--- src/rtl/reg_reader_pkg.sv ---
// reg_reader_pkg: FSM state encoding and settle-counter width shared by the register bank reader
package reg_reader_pkg;
  localparam int SETTLE_CNT_W = 4;
  typedef enum logic [1:0] {IDLE, SELECT, CAPTURE, RESP} state_e;
endpackage

--- src/rtl/reg_reader_settle_cnt.sv ---
// reg_reader_settle_cnt: loadable down-counter timing the chip-select settle window
//   clk, rst_n (async active-low) | load, load_val: preset | dec: enabled decrement | zero: count is 0
module reg_reader_settle_cnt
  import reg_reader_pkg::*;
(
  input  logic                    clk,
  input  logic                    rst_n,
  input  logic                    load,
  input  logic                    dec,
  input  logic [SETTLE_CNT_W-1:0] load_val,
  output logic                    zero
);
  logic [SETTLE_CNT_W-1:0] cnt_q, cnt_d;
  assign zero = cnt_q == '0;
  always_comb cnt_d = load ? load_val : (dec && !zero) ? cnt_q - 1'b1 : cnt_q;
  always_ff @(posedge clk or negedge rst_n)
    if (!rst_n) cnt_q <= '0;
    else cnt_q <= cnt_d;
endmodule

--- src/rtl/register_bank_reader.sv ---
// register_bank_reader: reads one of NrOfSlots tri-state registers over a shared bus
//   Clock, Reset (async active-low), ClockEnable & Tick qualify every state advance
//   ReqValid/ReqSlot/ReqReady: request | CsN: active-low selects | BusIn: shared bus
//   RspValid/RspData/RspReady: response | Busy: not idle
//   REG_READER_SLOT_ERR_EN adds RspErr; out-of-range slots then answer at once with an error
module register_bank_reader
  import reg_reader_pkg::*;
#(
  parameter int NrOfBits     = 32,
  parameter int NrOfSlots    = 4,
  parameter int SettleCycles = 1
) (
  input  logic                         Clock,
  input  logic                         Reset,
  input  logic                         ClockEnable,
  input  logic                         Tick,
  input  logic                         ReqValid,
  input  logic [$clog2(NrOfSlots)-1:0] ReqSlot,
  output logic                         ReqReady,
  output logic [NrOfSlots-1:0]         CsN,
  input  logic [NrOfBits-1:0]          BusIn,
  output logic                         RspValid,
  output logic [NrOfBits-1:0]          RspData,
  input  logic                         RspReady,
`ifdef REG_READER_SLOT_ERR_EN
  output logic                         RspErr,
`endif
  output logic                         Busy
);
  localparam int SW = $clog2(NrOfSlots);
  // counter counts down to zero, so SELECT lasts exactly SettleCycles enabled cycles
  localparam logic [SETTLE_CNT_W-1:0] SETTLE_LOAD = SETTLE_CNT_W'(SettleCycles - 1);
  state_e              state_q, state_d;
  logic [SW-1:0]       slot_q, slot_d;
  logic [NrOfBits-1:0] data_q, data_d;
  logic                run_q, en, accept, bad, settle_done;
  assign en     = ClockEnable & Tick;
  assign accept = en & ReqValid & ReqReady;
`ifdef REG_READER_SLOT_ERR_EN
  logic err_q, err_d;
  assign bad    = {1'b0, ReqSlot} >= (SW+1)'(NrOfSlots);
  assign RspErr = err_q;
`else
  assign bad = 1'b0;
`endif
  reg_reader_settle_cnt u_settle (
    .clk      (Clock),
    .rst_n    (Reset),
    .load     (accept),
    .dec      (en && state_q == SELECT),
    .load_val (SETTLE_LOAD),
    .zero     (settle_done)
  );
  // run_q holds ReqReady low until the first edge after reset release
  always_ff @(posedge Clock or negedge Reset)
    if (!Reset) begin
      state_q <= IDLE;
      slot_q  <= '0;
      data_q  <= '0;
      run_q   <= 1'b0;
`ifdef REG_READER_SLOT_ERR_EN
      err_q   <= 1'b0;
`endif
    end else begin
      state_q <= state_d;
      slot_q  <= slot_d;
      data_q  <= data_d;
      run_q   <= 1'b1;
`ifdef REG_READER_SLOT_ERR_EN
      err_q   <= err_d;
`endif
    end
  always_comb begin
    state_d = state_q;
    unique case (state_q)
      IDLE:    state_d = accept ? (bad ? RESP : SELECT) : IDLE;
      SELECT:  state_d = en && settle_done ? CAPTURE : SELECT;
      CAPTURE: state_d = en ? RESP : CAPTURE;
      RESP:    state_d = en && RspReady ? IDLE : RESP;
      default: state_d = IDLE;
    endcase
  end
  always_comb begin
    slot_d = accept ? ReqSlot : slot_q;
    data_d = (en && state_q == CAPTURE) ? BusIn : (accept && bad) ? '0 : data_q;
`ifdef REG_READER_SLOT_ERR_EN
    err_d  = accept ? bad : err_q;
`endif
  end
  // an out-of-range latched slot matches no bit, leaving every select high
  always_comb begin
    ReqReady = run_q && state_q == IDLE;
    Busy     = state_q != IDLE;
    RspValid = state_q == RESP;
    RspData  = data_q;
    for (int i = 0; i < NrOfSlots; i++)
      CsN[i] = !((state_q == SELECT || state_q == CAPTURE) && slot_q == SW'(i));
  end
endmodule

--- config.mk ---
export PLATFORM = sky130hd
export DESIGN_NAME = register_bank_reader
export DESIGN_NICKNAME = d
export VERILOG_FILES = /design/src/rtl/reg_reader_pkg.sv /design/src/rtl/reg_reader_settle_cnt.sv /design/src/rtl/register_bank_reader.sv
export SDC_FILE = /design/constraint.sdc
export NUM_CORES = 1
export LEC_CHECK = 0
export CORE_ASPECT_RATIO = 0.8
export CORE_MARGIN = 1
export CORE_UTILIZATION = 37
export CTS_CLUSTER_SIZE = 20
export DETAILED_ROUTE_END_ITERATION = 10
export PLACE_DENSITY = 0.76
export SYNTH_ARGS = -nofsm -noshare
export SYNTH_HDL_FRONTEND = slang
export SYNTH_SLANG_ARGS = --single-unit
export TNS_END_PERCENT = 10
--- constraint.sdc ---
create_clock -name Clock -period 1.5 [get_ports Clock]
set_input_delay 0.15 -clock Clock [delete_from_list [all_inputs] [get_ports Clock]]
set_output_delay 0.15 -clock Clock [all_outputs]
set_load 0.1 [all_outputs]
Word-level counts from Yosys, hierarchy flattened
Index checks and enable logic that the tools add are counted.
Cells by class
  add/subtract/negate cells: 1
  multiply operators: 0
  divide/modulo/power cells: 0
  order comparisons: 0
  equality and inequality tests: 6
  shift operators: 0
  muxes and demuxes: 7
  bitwise gates (word level): 3
  reduce and logical (&&, ||, !) cells: 21
Operator list (count)
  1-bit logical AND: 10
  2-bit == test (second input constant): 4
  4-bit two-way mux: 2
  2-bit case mux with 4 select lines: 1
  1-bit zero test: 5
  2-bit by 1-bit == test with 1-bit output (second input constant): 2
  2-bit zero test: 2
  4-bit zero test: 1
  2-bit two-way mux: 2
  2-bit nonzero test: 2
  4-bit by 1-bit subtractor with 4-bit output (second input constant): 1
  1-bit bitwise AND: 3
  1-bit two-way mux: 2
  1-bit logical OR: 1
Storage, ports and cells
  register bits: 41
  bits in latches: 0
  RAM bits: 0
  ROM bits: 0
  input port bits: 40
  output and inout bits: 39
  memories kept: 0

Depth between registers and ports, before layout
Gate-level depths: netlist (run 1).
  depth in word-level cells: 5
  gate-level depth with buffers: 5
  depth with buffers taken out: 5

By module
Synthesis (run 1) repeated with hierarchy kept, for this count alone.
Unflattened totals
  cells, all modules: 126
  area total of the unflattened synthesis: 1929.4 um2
By module, submodules not included
  register_bank_reader: instances 1, cells an instance 99, area each 1659.1 um2
  reg_reader_settle_cnt: instances 1, cells an instance 27, area each 270.3 um2

Worst setup path before layout (run 1)
Ideal clock, no wire load.
  path type: register to output
  start: register state_q[0]
  end: output CsN[2]
  data arrival time: 1.518 ns
  path slack: -0.168 ns
  stages on the path, launching flop included: 4
  buffers on the path: 0
  path through: dfrtp_1 > inv_1 > ha_1 > nand3b_1
Between the ends
  cells in the longest elaborated chain, start to end: 4
  elaborated cells on any way between the ends: 5
  classes of those cells: 2 x eq/ne; 3 x reduce/logical
Ends and longest elaborated chain
  start, declared: line register_bank_reader.sv:33  | state_e state_q, state_d;
  start signal, assigned: line register_bank_reader.sv:65  | state_q <= state_d;
  2-bit by 1-bit == test with 1-bit output / 2-bit == test (equally long branches): line register_bank_reader.sv:97  | CsN[i] = !((state_q == SELECT || state_q == CAPTURE) && slot_q == SW'(i));
  1-bit logical OR (*): line register_bank_reader.sv:97
  1-bit logical AND (*): line register_bank_reader.sv:97
  1-bit zero test (*): line register_bank_reader.sv:97
  end, declared: line register_bank_reader.sv:20  | output logic [NrOfSlots-1:0] CsN,
Mark *: on every way between the ends. The rest lies on a longest branch, timed or not.

Worst setup path after layout (run 1)
  start: register state_q[1]
  end: output CsN[0]
Same word-level chain as after synthesis.

==> results.md, run 1 <==
- Die width: 78.2 µm
- Family with the most delay on the worst path: flip-flops
- CTS sink cnt: 41
- GRT Residual Overflow: 0
- Failing checks: setup timing
- Critical-path top delay cell: dfrtp_1
- FILL cells: between 200 and 300
- # diodes: 0
- Skew final: about 5.7 ps
- Critical path arrival: approximately 1600 ps
- Routed len/inst: about 17 µm
- Final WL: 4.83 mm
- Min Tclk post-route: roughly 1700 ps
- Commonest non-fill, non-tap cell in the layout: dfrtp_1
- Post-Synthesis Cells: around 120
- Part of the Yosys area used for sequential elements: around three fifths
- First-pass GRT wire length: 7.21 mm
- Area of the mapped netlist: between 0.0015 and 0.002 mm²
- Worst-path clk slew: 80 ps
- Crit-path max cell delay: around 380 ps
- IO buf count: 78
- Final setup violation count: 40
- Hold violation count in the final report: 0
- FP Rows: 21
- TritonRoute pass-1 iters: 4
- Synth-to-layout area growth: 92.4%
- Min-Delay Path Class: in -> async
- Detail Route Antenna Nets: 0
- Post-synthesis mux area share: between 20% and 30%
- Final Worst Setup Slack: -209 ps
- CP cell instances: inv_2 > ha_4 > or3b_4 > buf_12
- Die Height: between 60 and 70 µm
- Vias: between 1000 and 1500
- Syn avg cell area: between 10 and 15 µm²
- RD Place Congestion: around 0.76
- Initial Util: between 30% and 40%
- Initial antenna violation count: 0
- Synth async-reset ratio: 100%
- Clock Tree Buf Depth: 2
- TritonCTS clock tree: yes
- Post-synthesis compound-gate area fraction: roughly 4.6%
- Worst Reg2Reg Path Length in Cells: 6
- CTS Root Cell: clkbuf_8
- Pin count of the biggest net entering global routing: 34
- Distinct cell type count after synthesis: 21
- CP max FO: 2
- H-Tree Depth: 2
- Upper clock frequency limit: around 600 MHz
- Commonest non-fill, non-tap cells in the layout: dfrtp_1, buf_12, clkdlybuf4s50_1
- Vias/cell: between 5 and 6
- Count of final max-slew check failures: 0
- Number of synthesized flops with an enable pin: 0
- Crit path required time: roughly 1400 ps
- DRC viols: 0
- Max Cap Violations: 0
- Post-Synth Adder-Cell Area: under 10%
- Number of synthesized register bits: just over 40
- RSZ-0062 raised after global routing: yes
- DP Worst Slack: -108 ps
- Hpwl dp: 3.48 mm
- Post-synth top flop: dfrtp_1
- Xor-xnor portion of the synthesized cell area: 0%
- Nets: 268
- Simple-Gate Fraction of Synth Area: ~6.5%
- Core area: around 0.0043 mm²
- IO Pins: 79
- Yosys warning total: 0
- Num CTS Buffers: 5
- Crit end category: primary output
- Setup CP Type: reg -> out
- Overall Global Routing Usage: approximately a fifth
- Initial DRC Count: 34
- Crit path launch type: flip-flop
- Syn_nets: roughly 170
- Number of global-route vias before repair: ~1500
- WP depth: 4
- Crit share post-route: 114%
- Area of the die: approximately 0.0049 mm²
- Status: finished with violations
- Bufs and invs on worst path: 2
- Clk Latency, worst-skew pair: 290 ps
- Fraction of layout cells with a size suffix above 1: between 50% and 60%
- Largest family of logic cells by synthesized area: multiplexers
## area by class of cell
type                       instances  area, µm²  share of cell area [%]
clock buffer                       7       86.3                    2.61
clock inverter                     1       30.0                   0.907
inverter                           7       26.3                   0.794
multi-input combinational         72        753                    22.8
sequential                        41       1030                    31.0
tap                               57       71.3                    2.16
timing repair buffer              95       1320                    39.8
## Yosys cell counts, types with 3 or more instances
| cell type | count | share of area (%) |
|---|---|---|
| or3_1 | 3 | 1.1 |
| buf_2 | 3 | 0.87 |
| mux2_2 | 34 | 22 |
| a21oi_1 | 5 | 1.5 |
| dfrtp_1 | 41 | 60 |
| inv_1 | 7 | 1.5 |
| o21ai_0 | 4 | 1.2 |
| nand3_1 | 4 | 1.2 |
| ha_1 | 6 | 4.4 |
## flip-flops by register name, indices dropped and copies added, names as in the netlist
| name | count |
|---|---|
| state_q | 2 |
| RspData | 32 |
| slot_q | 2 |
| run_q | 1 |
| u_settle.cnt_q | 4 |
## per-layer routing
layer | GRT usage [%] | up-vias | routed length (µm)
met4 | 8.10 | 0 | 146
met1 | 18.4 | 686 | 1660
met5 | 0 | - | 0
met3 | 8.76 | 17 | 409
met2 | 37.3 | 80 | 2610
li1 | - | 633 | -
## path summary, 6_finish.rpt
| path | startpoint | to | slack, ps |
|---|---|---|---|
| hold reg to reg | RspData[0] | RspData[0] | 570 |
| min in group Clock | BusIn[24] | RspData[24] | 470 |
| setup reg to reg | state_q[1] | RspData[30] | -130 |
| setup / recovery | state_q[1] | CsN[0] | -210 |
| hold / removal | Reset | RspData[12] | 280 |
| max in group asynchronous | Reset | state_q[0] | 710 |
## cells by family (layout without fill, tap and decap cells)
kind of cell / count (synthesis) / count (layout)
flops: 41 / 41
other cells: 1 / 1
simple gates: 18 / 18
mux: 34 / 34
fa+ha+maj: 6 / 6
compound gates: 13 / 13
buf+inv: 10 / 110
## through the flow
| step | utilization [%] | hold WS, ps | instances | setup TNS [ps] | cell area (µm²) |
|---|---|---|---|---|---|
| after floorplan | - | -146 | 123 | -648 | 1720 |
| after global placement | 70.5 | 55.0 | 266 | -48.8 | 3040 |
| after detailed placement | 70.5 | 60.0 | 266 | -1500 | 3040 |
| after CTS | 75.0 | 287 | 279 | -616 | 3230 |
| after global routing | 76.8 | 306 | 280 | -6970 | 3310 |
| final | 76.8 | 276 | 280 | -4050 | 3310 |
## repair_timing
| action | in CTS | in global routing |
|---|---|---|
| buffers inserted | 4 | 1 |
| hold endpoints to repair | 13 | 0 |
| endpoints found under the setup margin | 11 | 45 |
| pin swaps | 2 | 3 |
| hold buffers | 1 | 0 |
| resized for setup | 10 | 13 |
| cloned | 0 | 0 |
Power of run 1 is not shown: default switching activity piles up to over one toggle a cycle in this logic, so the estimate is an artifact.
==> run 2, diff against run 1 <==
CORE_MARGIN = 5   (was 1)
==> run 2 against run 1 <==
The run still ends with setup timing left. Register-to-register slack about the same. Count of clock-buffer cells in the layout unchanged. Wire length down 0.81%. Die area is 24% higher. Critical path depth stayed put. Global-route usage down 4.1 points. Sequential cell count did not move. Setup slack worse by 9.1 ps. Utilization is 2.0 points lower. Clock skew down 1.0 ps.
==> results.md, run 2 (synthesis results as in run 1) <==
- RD Place Congestion: 0.774 (+2.3%)
- Crit-path max cell delay: 390 ps (about the same)
- Crit path launch type: flip-flop
- Routed len/inst: 17.0 µm (-1.5%)
- TritonRoute pass-1 iters: 4 (unchanged)
- DP Area: 0.00304 mm² (about the same)
- Final WL: 4.79 mm (-0.81%)
- IO buf count: 78 (unchanged)
- Final Util: 74.8% (-2.0 points)
- CP max FO: 2 (unchanged)
- Pin count of the biggest net entering global routing: 42 (+24%)
- Vias/cell: 4.84 (-4.2%)
- Hpwl dp: 3.40 mm (-2.3%)
- Clock Tree Buf Depth: 2 (unchanged)
- CTS Root Cell: clkbuf_8
- Highest metal used: met4
- H-Tree Depth: 2 (unchanged)
- Initial antenna violation count: 0 (unchanged)
- Count of final max-slew check failures: 0 (unchanged)
- Hold violation count in the final report: 0 (unchanged)
- Die Height: 71.0 µm (+13%)
- IO Pins: 79 (unchanged)
- Number of global-route vias before repair: 1490 (-0.86%)
- Core area: 0.00454 mm² (+5.4%)
- Nets: 267 (-0.37%)
- Setup CP Type: reg -> out
- Reg2Reg Launch Point: state_q[1]
- Num CTS Buffers: 5 (unchanged)
- Overall Global Routing Usage: 15.7% (-4.1 points)
- CTS sink cnt: 41 (unchanged)
- # diodes: 0 (unchanged)
- Final setup violation count: 40 (unchanged)
- FILL cells: 286 (+10%)
- Area of the die: 0.00612 mm² (+24%)
- TritonCTS clock tree: yes
- Commonest non-fill, non-tap cell in the layout: buf_12
- Met3 wire length: 502 µm (+23%)
- DRT met1 WL: 1.93 mm (+16%)
- Critical path arrival: 1570 ps (about the same)
- Crit end category: primary output
- RSZ-0062 raised after global routing: yes
- Setup TNS Final: -2360 ps (+1690 ps)
- Die width: 86.2 µm (+10%)
- Worst-path clk slew: 80 ps (about the same)
- Min-Delay Path Class: in -> async
- Max Cap Violations: 0 (unchanged)
- Status: finished with violations
- Critical-path top delay cell: dfrtp_1
- Fraction of layout cells with a size suffix above 1: 51.4% (-0.22 points)
- Synth-to-layout area growth: 97.6%
- Detail Route Antenna Nets: 0 (unchanged)
- Clk Latency, worst-skew pair: 300 ps (about the same)
- Final Worst Setup Slack: -218 ps (-9.09 ps)
- DRC viols: 0 (unchanged)
- First-pass GRT wire length: 7.27 mm (+0.86%)
- Max reg flops: 32 (unchanged)
- Crit path required time: 1350 ps (about the same)
- Min Tclk post-route: 1720 ps (+9.09 ps)
- Initial Util: 37.9% (-2.0 points)
- Met2 routed WL: 2.26 mm (-13%)
- Upper clock frequency limit: 582 MHz (-0.53%)
- CP cell instances: inv_2 > ha_4 > or3b_4 > buf_12
- Crit share post-route: 115% (+0.61 points)
- FP Rows: 22 (+4.8%)
- Min Hold Slack: 350 ps (+74.3 ps)
- Failing checks: setup timing
- Skew final: 4.69 ps (-1.02 ps)
- Commonest non-fill, non-tap cells in the layout: buf_12, dfrtp_1, clkdlybuf4s50_1
- Design area: 0.00340 mm² (+2.7%)
- Worst Setup SP: state_q[1]
- Initial DRC Count: 47 (+38%)
- Vias: 1366 (-3.5%)
- GRT Residual Overflow: 0 (unchanged)
[run 2: cell types whose count changed in the layout (fill, tap and decap cells not counted), moves of 2 or more]
cell | before | now
buf_12 | 40 | 42
or4_1 | 0 | 2
or4_4 | 2 | 0
buf_4 | 13 | 10
mux2_4 | 0 | 21
mux2_2 | 34 | 13
[run 2: layout make-up]
class                   count  area (µm²)  share of cell area [%]
clock inverters             1        5.00                   0.147
multi-input cells          72         837                    24.6
flip-flops and latches     41        1030                    30.2
repair buffers             94        1330                    39.2
well taps                  60        75.1                    2.21
inverters                   7        26.3                   0.773
clock buffers               7        96.3                    2.83
[run 2: metal layers]
| layer | GRT usage (%) | vias to the layer above |
|---|---|---|
| li1 | - | 631 |
| met1 | 17.8 | 668 |
| met2 | 24.7 | 55 |
| met3 | 8.38 | 12 |
| met4 | 6.75 | 0 |
| met5 | 0 | - |
[run 2: final timing paths]
path                                     end  slack [ps]  cells after the start
setup / recovery                      CsN[0]        -220                      4
hold / removal                   RspData[20]         350                      3
setup reg to reg           u_settle.cnt_q[2]        -140                      7
hold reg to reg                  RspData[24]         580                      1
max in group asynchronous        RspData[30]         950                      3
min in group Clock                RspData[1]         460                      2
[run 2: worst max-delay path, delay by kind of cell, from the launching register on]
family,cells,cell delay [ps]
flip-flops,1,390
AND/OR/NAND/NOR,1,380
adder cells (fa/ha/maj),1,260
buffers and inverters,2,240
[run 2: repair_timing]
item / CTS / global route
pin swaps: 1 / 0
hold buffers: 1 / 0
gates resized for setup: 12 / 35
setup endpoints to repair: 23 / 40
endpoints found under the hold margin: 41 / 0
setup buffers: 4 / 2
[run 2: per-stage QoR]
stage / setup slack [ps] / std cells
finish: -218 / 282
global route: -259 / 282
CTS: -191 / 280
detailed placement: -104 / 267
global placement: -59.8 / 267
floorplan: -131 / 123
Power of run 2 is left out for the same reason.
==> variant (flow settings as in run 1) <==
Reset style: synchronous (`Reset` and `rst_n`), changed in 2 clocked blocks. Comments in the files are not updated.
--- a/src/rtl/reg_reader_settle_cnt.sv
+++ b/src/rtl/reg_reader_settle_cnt.sv
@@ -13,7 +13,7 @@
   logic [SETTLE_CNT_W-1:0] cnt_q, cnt_d;
   assign zero = cnt_q == '0;
   always_comb cnt_d = load ? load_val : (dec && !zero) ? cnt_q - 1'b1 : cnt_q;
-  always_ff @(posedge clk or negedge rst_n)
+  always_ff @(posedge clk)
     if (!rst_n) cnt_q <= '0;
     else cnt_q <= cnt_d;
 endmodule
--- a/src/rtl/register_bank_reader.sv
+++ b/src/rtl/register_bank_reader.sv
@@ -52,7 +52,7 @@
     .zero     (settle_done)
   );
   // run_q holds ReqReady low until the first edge after reset release
-  always_ff @(posedge Clock or negedge Reset)
+  always_ff @(posedge Clock)
     if (!Reset) begin
       state_q <= IDLE;
       slot_q  <= '0;
Function: differs if Reset is asserted again (counterexample within 4 cycles, from zero or initial values and one cycle with Reset low); with Reset held inactive, the same outputs for 10 cycles.
==> variant against run 1 <==
- the flow still finishes with violations (negative setup slack)
- setup slack better by 0.049 ns
- sequential share of layout area is 5.7 points lower
- design area shrank 1.5%
- synthesized area shrank 4.8%
- highest routed layer unchanged
- synthesized cell count up 67%
- largest cell class unchanged
- core utilization up 0.76 points
- critical path type unchanged
- clock skew shrank 0.0017 ns
- routed wire length up 6.5%
- sequential cell count unchanged
- via count increased by 23%
Power is left out: it rests on default switching activity, and per cell area and clock period it moved more than threefold.
==> variant: results (changes against run 1) <==
net count of the finished layout=344 (+28%); last weighted congestion value of the routability-driven placer=0.791 (+4.7%); total wire length after detailed routing=5140 microns (+6.5%); half-perimeter wire length after placement=3420 microns (-1.7%); footprint of the multi-input gates=817 sq um (+8.5%); Synth cell types=23 (+9.5%); Post-CTS Setup Repair Bufs=1 (-3); hold crit path type=in -> reg; count of endpoints failing setup in the final report=5 (-88%); sequential share of cell area=0.253 (-0.0568); reg2reg setup slack=-0.04 ns (+0.09 ns); Compound-Gate Fraction of Synth Area=0.157 (+0.112); via count of the first global-routing pass=1559 (+3.7%); synthesized net count=252 (+49%); Arrival @ worst endpoint=1.51 ns (-0.05 ns); Repair and plain buffers=97 (+2.1%); Slowest-stage cell, CP=or3b_4; status=finished, violations left; ratio of cells with drive above 1 in the final layout=0.292 (-0.224); Worst setup startpoint=state_q[0]; adder and majority cell fraction of the synthesized area=0.0535 (+0.00984); failing checks=negative setup slack; Register-to-Register Path Depth=7 (+1); terminus of the critical flop-to-flop path=u_settle.cnt_q[1]; total vias in the final route=1739 (+23%); post-synth top area cell=dfxtp_1; clock tree skew after final layout=0.00399 ns (-0.00172 ns); category of cells accounting for the largest share of critical-path delay=simple AND/OR/NAND/NOR gates; number of instances resized during post-cts repair=14 (+4); clk tree area frac=0.0357 (+0.000526); Final Worst Setup Slack=-0.160 ns (+0.0493 ns); main area contributors after synthesis=dfxtp_1, nand2_1, a21oi_1
variant: cell types whose count changed in the layout (fill, tap and decap cells not counted), moves of 3 or more:
cell       change
nand2_1       +64
dfrtp_1       -41
dfxtp_1       +37
mux2_2        -34
a21oi_1       +33
dfxtp_2        +4
clkbuf_16      +3
nand3_1        +3
nand4_1        +3
variant: per-stage QoR:
stage / std cells / hold slack [ns] / instance area [sq um] / TNS (ns)
2_1_floorplan: 205 / 0.178 / 1640 / -0.482
3_3_place_gp: 343 / 0.473 / 2960 / 0
3_5_place_dp: 343 / 0.481 / 2960 / -0.0672
4_1_cts: 352 / 0.391 / 3120 / -0.355
5_1_grt: 355 / 0.395 / 3260 / -0.596
6_report: 355 / 0.395 / 3260 / -0.283
variant: layer usage:
layer / vias up / GRT usage / part of all wire
met5: - / 0 / 0
met4: 0 / 0.0577 / 0.0082
met3: 6 / 0.0844 / 0.080
met2: 78 / 0.351 / 0.50
met1: 784 / 0.226 / 0.41
li1: 871 / - / -
